<file path="src/rtl/tetris_pkg.sv">
// Shared constants for the move scheduler: one-hot operation codes, FSM state
// encoding, the level cap and the operation priority picker.
package tetris_pkg;

  localparam logic [3:0] OP_NONE   = 4'b0000;
  localparam logic [3:0] OP_RIGHT  = 4'b0001;
  localparam logic [3:0] OP_LEFT   = 4'b0010;
  localparam logic [3:0] OP_ROTATE = 4'b0100;
  localparam logic [3:0] OP_DOWN   = 4'b1000;

  typedef logic [1:0] state_t;
  localparam state_t ST_IDLE  = 2'd0;
  localparam state_t ST_ISSUE = 2'd1;
  localparam state_t ST_HOLD  = 2'd2;

  localparam logic [2:0] LEVEL_CAP = 3'd7;

  // Pending vector uses the same bit layout as the one-hot operation codes.
  function automatic logic [3:0] pick_op(input logic [3:0] pend);
    logic [3:0] op;
    op = OP_NONE;
    if (pend[2])      op = OP_ROTATE;
    else if (pend[1]) op = OP_LEFT;
    else if (pend[0]) op = OP_RIGHT;
    else if (pend[3]) op = OP_DOWN;
    return op;
  endfunction

endpackage

</file>
<file path="src/rtl/frame_sync.sv">
// Brings the VGA vsync into the clock domain and emits a single-cycle
// frame_tick three cycles after each vsync rising edge.
module frame_sync (
  input  logic clock,
  input  logic reset,
  input  logic vsync,
  output logic frame_tick
);

  logic [1:0] sync_q, sync_d;
  logic       prev_q, prev_d;
  logic       tick_q, tick_d;

  always_comb begin
    sync_d = {sync_q[0], vsync};
    prev_d = sync_q[1];
    tick_d = sync_q[1] & ~prev_q;
  end

  always_ff @(posedge clock) begin
    if (reset) begin
      sync_q <= 2'b00;
      prev_q <= 1'b0;
      tick_q <= 1'b0;
    end else begin
      sync_q <= sync_d;
      prev_q <= prev_d;
      tick_q <= tick_d;
    end
  end

  assign frame_tick = tick_q;

endmodule

</file>
<file path="src/rtl/move_scheduler.sv">
// Turns button presses and gravity into a stream of one-hot engine operations.
// Optional AUTOREPEAT_EN adds held-button repeat for right/left.
module move_scheduler
  import tetris_pkg::*;
#(
  parameter int BASE_PERIOD = 48,
  parameter int PERIOD_STEP = 5,
  parameter int MIN_PERIOD  = 3,
  parameter int DAS_FRAMES  = 6
) (
  input  logic        clock,
  input  logic        reset,
  input  logic        vsync,
  input  logic [3:0]  actions,
  input  logic [7:0]  score,
  input  logic        op_ready,
  output logic [3:0]  operation,
  output logic        op_valid,
  output logic [2:0]  level,
  output logic [10:0] frame_count
);

  logic        frame_tick;
  logic [10:0] frame_cnt_q, frame_cnt_d;
  logic [2:0]  level_q, level_d;
  logic [6:0]  grav_cnt_q, grav_cnt_d;
  logic        grav_pend_q, grav_pend_d;
  logic [3:0]  pend_q, pend_d;
  logic [3:0]  prev_act_q, prev_act_d;
  state_t      state_q, state_d;
  logic [3:0]  op_q, op_d;
  logic        valid_q, valid_d;

  logic [7:0]  score_lvl;
  logic [6:0]  base7, min7, drop7, period;
  logic [3:0]  rise, rep_set, eff_pend;
  logic        accept;

  frame_sync u_frame_sync (
    .clock      (clock),
    .reset      (reset),
    .vsync      (vsync),
    .frame_tick (frame_tick)
  );

  assign score_lvl = score >> 3;
  assign rise      = actions & ~prev_act_q;
  assign eff_pend  = {pend_q[3] | grav_pend_q, pend_q[2:0]};
  assign accept    = (state_q == ST_HOLD) && op_ready;

  // Gravity period is clamped before it can underflow below MIN_PERIOD.
  always_comb begin
    base7  = 7'(BASE_PERIOD);
    min7   = 7'(MIN_PERIOD);
    drop7  = 7'(level_q) * 7'(PERIOD_STEP);
    period = ((base7 > drop7) && ((base7 - drop7) > min7)) ? (base7 - drop7) : min7;
  end

`ifdef AUTOREPEAT_EN
  localparam int REP_W = $clog2(DAS_FRAMES + 1);
  logic [1:0][REP_W-1:0] rep_cnt_q, rep_cnt_d;

  always_comb begin
    rep_set   = 4'b0000;
    rep_cnt_d = rep_cnt_q;
    for (int i = 0; i < 2; i++) begin
      if (frame_tick) begin
        if (!actions[i] || rise[i]) begin
          rep_cnt_d[i] = '0;
        end else if (rep_cnt_q[i] == REP_W'(DAS_FRAMES - 1)) begin
          rep_set[i]   = 1'b1;
          rep_cnt_d[i] = '0;
        end else begin
          rep_cnt_d[i] = rep_cnt_q[i] + 1'b1;
        end
      end
    end
  end

  always_ff @(posedge clock) begin
    if (reset) rep_cnt_q <= '0;
    else       rep_cnt_q <= rep_cnt_d;
  end
`else
  assign rep_set = 4'b0000;
`endif

  // Accept clears before a same-cycle frame tick sets, so no new event is lost.
  always_comb begin
    frame_cnt_d = frame_cnt_q;
    level_d     = level_q;
    grav_cnt_d  = grav_cnt_q;
    grav_pend_d = grav_pend_q;
    pend_d      = pend_q;
    prev_act_d  = prev_act_q;
    if (accept) begin
      pend_d = pend_d & ~op_q;
      if (op_q[3]) grav_pend_d = 1'b0;
    end
    if (frame_tick) begin
      frame_cnt_d = frame_cnt_q + 11'd1;
      level_d     = (score_lvl > 8'(LEVEL_CAP)) ? LEVEL_CAP : score_lvl[2:0];
      prev_act_d  = actions;
      pend_d      = pend_d | rise | rep_set;
      if (grav_cnt_q >= period - 7'd1) begin
        grav_pend_d = 1'b1;
        grav_cnt_d  = 7'd0;
      end else begin
        grav_cnt_d  = grav_cnt_q + 7'd1;
      end
    end
  end

  always_comb begin
    state_d = state_q;
    op_d    = op_q;
    valid_d = valid_q;
    case (state_q)
      ST_IDLE: begin
        if (|eff_pend) state_d = ST_ISSUE;
      end
      ST_ISSUE: begin
        op_d    = pick_op(eff_pend);
        valid_d = 1'b1;
        state_d = ST_HOLD;
      end
      ST_HOLD: begin
        if (op_ready) begin
          op_d    = OP_NONE;
          valid_d = 1'b0;
          state_d = ST_IDLE;
        end
      end
      default: begin
        op_d    = OP_NONE;
        valid_d = 1'b0;
        state_d = ST_IDLE;
      end
    endcase
  end

  always_ff @(posedge clock) begin
    if (reset) begin
      frame_cnt_q <= 11'd0;
      level_q     <= 3'd0;
      grav_cnt_q  <= 7'd0;
      grav_pend_q <= 1'b0;
      pend_q      <= 4'b0000;
      prev_act_q  <= 4'b0000;
      state_q     <= ST_IDLE;
      op_q        <= OP_NONE;
      valid_q     <= 1'b0;
    end else begin
      frame_cnt_q <= frame_cnt_d;
      level_q     <= level_d;
      grav_cnt_q  <= grav_cnt_d;
      grav_pend_q <= grav_pend_d;
      pend_q      <= pend_d;
      prev_act_q  <= prev_act_d;
      state_q     <= state_d;
      op_q        <= op_d;
      valid_q     <= valid_d;
    end
  end

  assign operation   = valid_q ? op_q : OP_NONE;
  assign op_valid    = valid_q;
  assign level       = level_q;
  assign frame_count = frame_cnt_q;

endmodule

</file>
<file path="config.mk">
export PLATFORM = sky130hd
export DESIGN_NAME = move_scheduler
export DESIGN_NICKNAME = d
export VERILOG_FILES = /design/src/rtl/tetris_pkg.sv /design/src/rtl/frame_sync.sv /design/src/rtl/move_scheduler.sv
export SDC_FILE = /design/constraint.sdc
export NUM_CORES = 1
export LEC_CHECK = 0
export ABC_AREA = 1
export BUFFER_PORTS_ARGS = -buffer_cell sky130_fd_sc_hd__buf_2
export CAP_MARGIN = 20
export CELL_PAD_IN_SITES_DETAIL_PLACEMENT = 1
export CELL_PAD_IN_SITES_GLOBAL_PLACEMENT = 1
export CORE_MARGIN = 5
export CORE_UTILIZATION = 42
export CTS_BUF_LIST = sky130_fd_sc_hd__clkbuf_2
export DETAILED_ROUTE_END_ITERATION = 7
export PLACE_DENSITY = 0.77
export SLEW_MARGIN = 20
export SYNTH_ARGS = -nofsm -noshare
export SYNTH_HDL_FRONTEND = slang
export SYNTH_SLANG_ARGS = --single-unit
export TNS_END_PERCENT = 1
</file>
<file path="constraint.sdc">
create_clock -name clock -period 3.33 [get_ports clock]
set_clock_uncertainty 0.15 [all_clocks]
set_input_delay 0.666 -clock clock [delete_from_list [all_inputs] [get_ports clock]]
set_output_delay 0.666 -clock clock [all_outputs]
set_load 0.02 [all_outputs]
</file>
==> reports/metrics.cfg <==
[status]
status = completed

[synth]
synth_top_area_share_pct = 38.68
syn_nets = 311
ys_seq_area_share_pct = 38.68
ys_warn_count = 0
netlist_instances = 281
syn-cell-area_um2 = 2122
ys_ff_latch = 41
yosys.area.top_type = dfxtp_1
synth_cell_type_count = 37
yosys-top-cells-area = dfxtp_1, nand2_1, ha_1
syn_area_per_cell_um2 = 7.552

[cts]
cts_root_buffer = clkbuf_2
cts.clk_slew.worst_paths_ns = 0.20
postCtsHoldBufs = 0
clockBufferDepth = 2
cts_sinks = 41
cts_tree = done
numCtsBuffers = 5
cts_max_level = 2
clock_latency_ns = 0.37

[grt]
grt_max_degree = 29
antenna_found_initial = 0
grt_use_total_pct = 16.39
grt.overflow.total = 0
grt_pass1_wl_mm = 8.583
grt_pass1_vias = 2028

[floorplanning]
io_pins = 35
die_y_um = 81.08
start_util_pct = 44.05
die_w_um = 81.08
die_area_um2 = 6574
fp-row-count = 25
core-area_um2 = 4817

[detailed_routing]
first_iter_violations = 26
wirelength_mm = 4.852
vias_per_cell = 4.948
drtAntennaViolNets = 0
wl_per_cell_um = 12.64
drc_errors = 0
num_vias = 1900
firstDrtPassIters = 4

[placement]
place_congestion = 0.7504
portBuffers = 31
place_area_um2 = 2364
dp_hpwl_mm = 3.833

[setup_path]
cp_cell_sequence = ha_1 -> ha_1 -> ha_4 -> nand2_1 -> inv_2 -> nand2_1 -> a21oi_2 -> nor2_1 -> nand2_2 -> nand3_1 -> nand3_1 -> nand2_1 -> ha_1 -> a21oi_1 -> o21a_1 -> o211ai_1 -> nand2_1 -> nand2_4 -> nor3_1
endpoint_kind = flip-flop
worst-path-stages = 19
crit_start = level[0]
crit_family = adder cells
reg2reg_from = level[0]
slowest_stage = dfxtp_2
worstSetupStartpointType = flip-flop
crit_end = grav_cnt_q[1]
cpMostUsedCell = nand2_1
ff2ff_setup_slack_ns = 0.24
r2r_end = grav_cnt_q[1]
slowest_delay_ns = 0.36
critical_path_class = reg2reg
crit_buf_inv = 1
crit_arrival_ns = 3.24
cp.required_ns = 3.49
worstPathMaxFanout = 7
reg2regPathDepth = 19

[layout]
drive_gt1_share_pct = 22.71
mostFrequentLayoutCells = nand2_1, dfxtp_1, buf_2, inv_1, nor2_1
area_delta_synth_final_pct = 14.98
fin_area_um2 = 2440
fin_util_pct = 50.65
antenna_cells = 0
final_common_cell = nand2_1
nNetsFinal = 347

[sta]
max_freq_ghz = 0.3240
fin_crit_sh_pct = 92.68
maxSlewViolCount = 0
finalHoldViolCount = 0
slew_headroom_pct = 68.84
fin_crit_ns = 3.086
worst_pin_slew_ns = 0.4668
whs_ns = 0.2555
setup_violations = 0

[hold_path]
hold_path_class = reg2reg

[power_and_ir_drop]
swShare_pct = 28.82
switchingPower_uw = 244.4
power.internal_uw = 603.8
powerDensity_nw_per_um2 = 347.7
pwr-share-comb_pct = 15.5
power_frac_clock_pct = 24.7
peakVddDrop_uv = 201.0
finalPower_uw = 848.2
p_seq_share_pct = 59.9
power_leakage_uw = 0.001111

[flow_run]
cap_violations = 0

power groups by stage:
stage / clock (µW) / combinational, µW / sequential [µW]
CTS: 222 / 131 / 508
floorplan: 0 / 92.9 / 519
finish: 209 / 131 / 508
global placement: 0 / 125 / 517
detailed placement: 0 / 131 / 518
global route: 242 / 149 / 510
registers in the layout, summed over array words and instances (netlist names), 2 cells and up:
| signal | cells |
|---|---|
| grav_cnt_q | 7 |
| frame_count | 11 |
| state_q | 2 |
| prev_act_q | 4 |
| op_q | 4 |
| pend_q | 4 |
| level | 3 |
| u_frame_sync.sync_q | 2 |
synth_stat cells:
master and count:
nand2_1 49, dfxtp_1 41, a21oi_1 30, inv_1 30, nor2_1 30, ha_1 14
nand3_1 14, o21ai_0 10, nor3_1 6, nand2_2 5, xor2_1 5, clkbuf_1 4
inv_2 4, nand4_1 4, nor2_2 4, or2_2 4, a211oi_1 2, a221oi_1 2
nand3b_1 2, nor3_2 2, o21ai_1 2, xnor2_1 2, a21oi_2 1, a31oi_1 1
buf_2 1, buf_4 1, clkinv_1 1, mux2i_1 1, nand2_4 1, nand3b_4 1
nor2_4 1, nor3b_1 1, nor3b_2 1, o211ai_1 1, o21a_1 1, o21ai_4 1
or2_1 1
cells by family after synthesis:
logic type | synth area share (%)
buf+inv | 7.488
mux | 0.4717
simple gates | 28.60
fa+ha+maj | 8.255
compound gates | 13.62
xor+xnor | 2.889
flops | 38.68
worst min path at each step:
stage | start | slack, ns | end | cells past startpoint
final | u_frame_sync.prev_q | 0.26 | u_frame_sync.frame_tick | 1
after global routing | u_frame_sync.prev_q | 0.28 | u_frame_sync.frame_tick | 1
after CTS | u_frame_sync.prev_q | 0.26 | u_frame_sync.frame_tick | 1
after detailed placement | u_frame_sync.prev_q | 0.23 | u_frame_sync.frame_tick | 1
after global placement | u_frame_sync.prev_q | 0.23 | u_frame_sync.frame_tick | 1
after floorplan | u_frame_sync.prev_q | 0.22 | u_frame_sync.frame_tick | 1
metal layers:
metal	GRT usage, %	up-vias	part of all wire, %
met5	0	-	0
li1	-	987	-
met3	2.882	4	1.8
met4	5.068	0	0.89
met2	29.97	16	49
met1	19.32	893	48
metrics by stage:
stage / setup TNS, ns / instances / worst slack, ns
floorplan: 0 / 281 / 0.3406
global placement: 0 / 377 / 0.1858
detailed placement: 0 / 377 / 0.1279
CTS: 0 / 384 / 0.1090
global route: -0.002683 / 384 / -0.002683
finish: 0 / 384 / 0.2436
area by class of cell:
type	count	area (µm²)
clock inverter	1	8.758
timing repair buffer	35	185.2
clock buffer	6	30.03
multi-input combinational	199	1179
sequential	41	822.0
fill	660	2377
tap	67	83.83
inverter	35	131.4
what timing repair did:
action	in CTS	in global routing
endpoints found under the setup margin	0	7
gates resized for setup	0	6
buffers inserted	0	0
hold endpoints to repair	0	0
No activity file was read; power rests on OpenSTA's default activity.
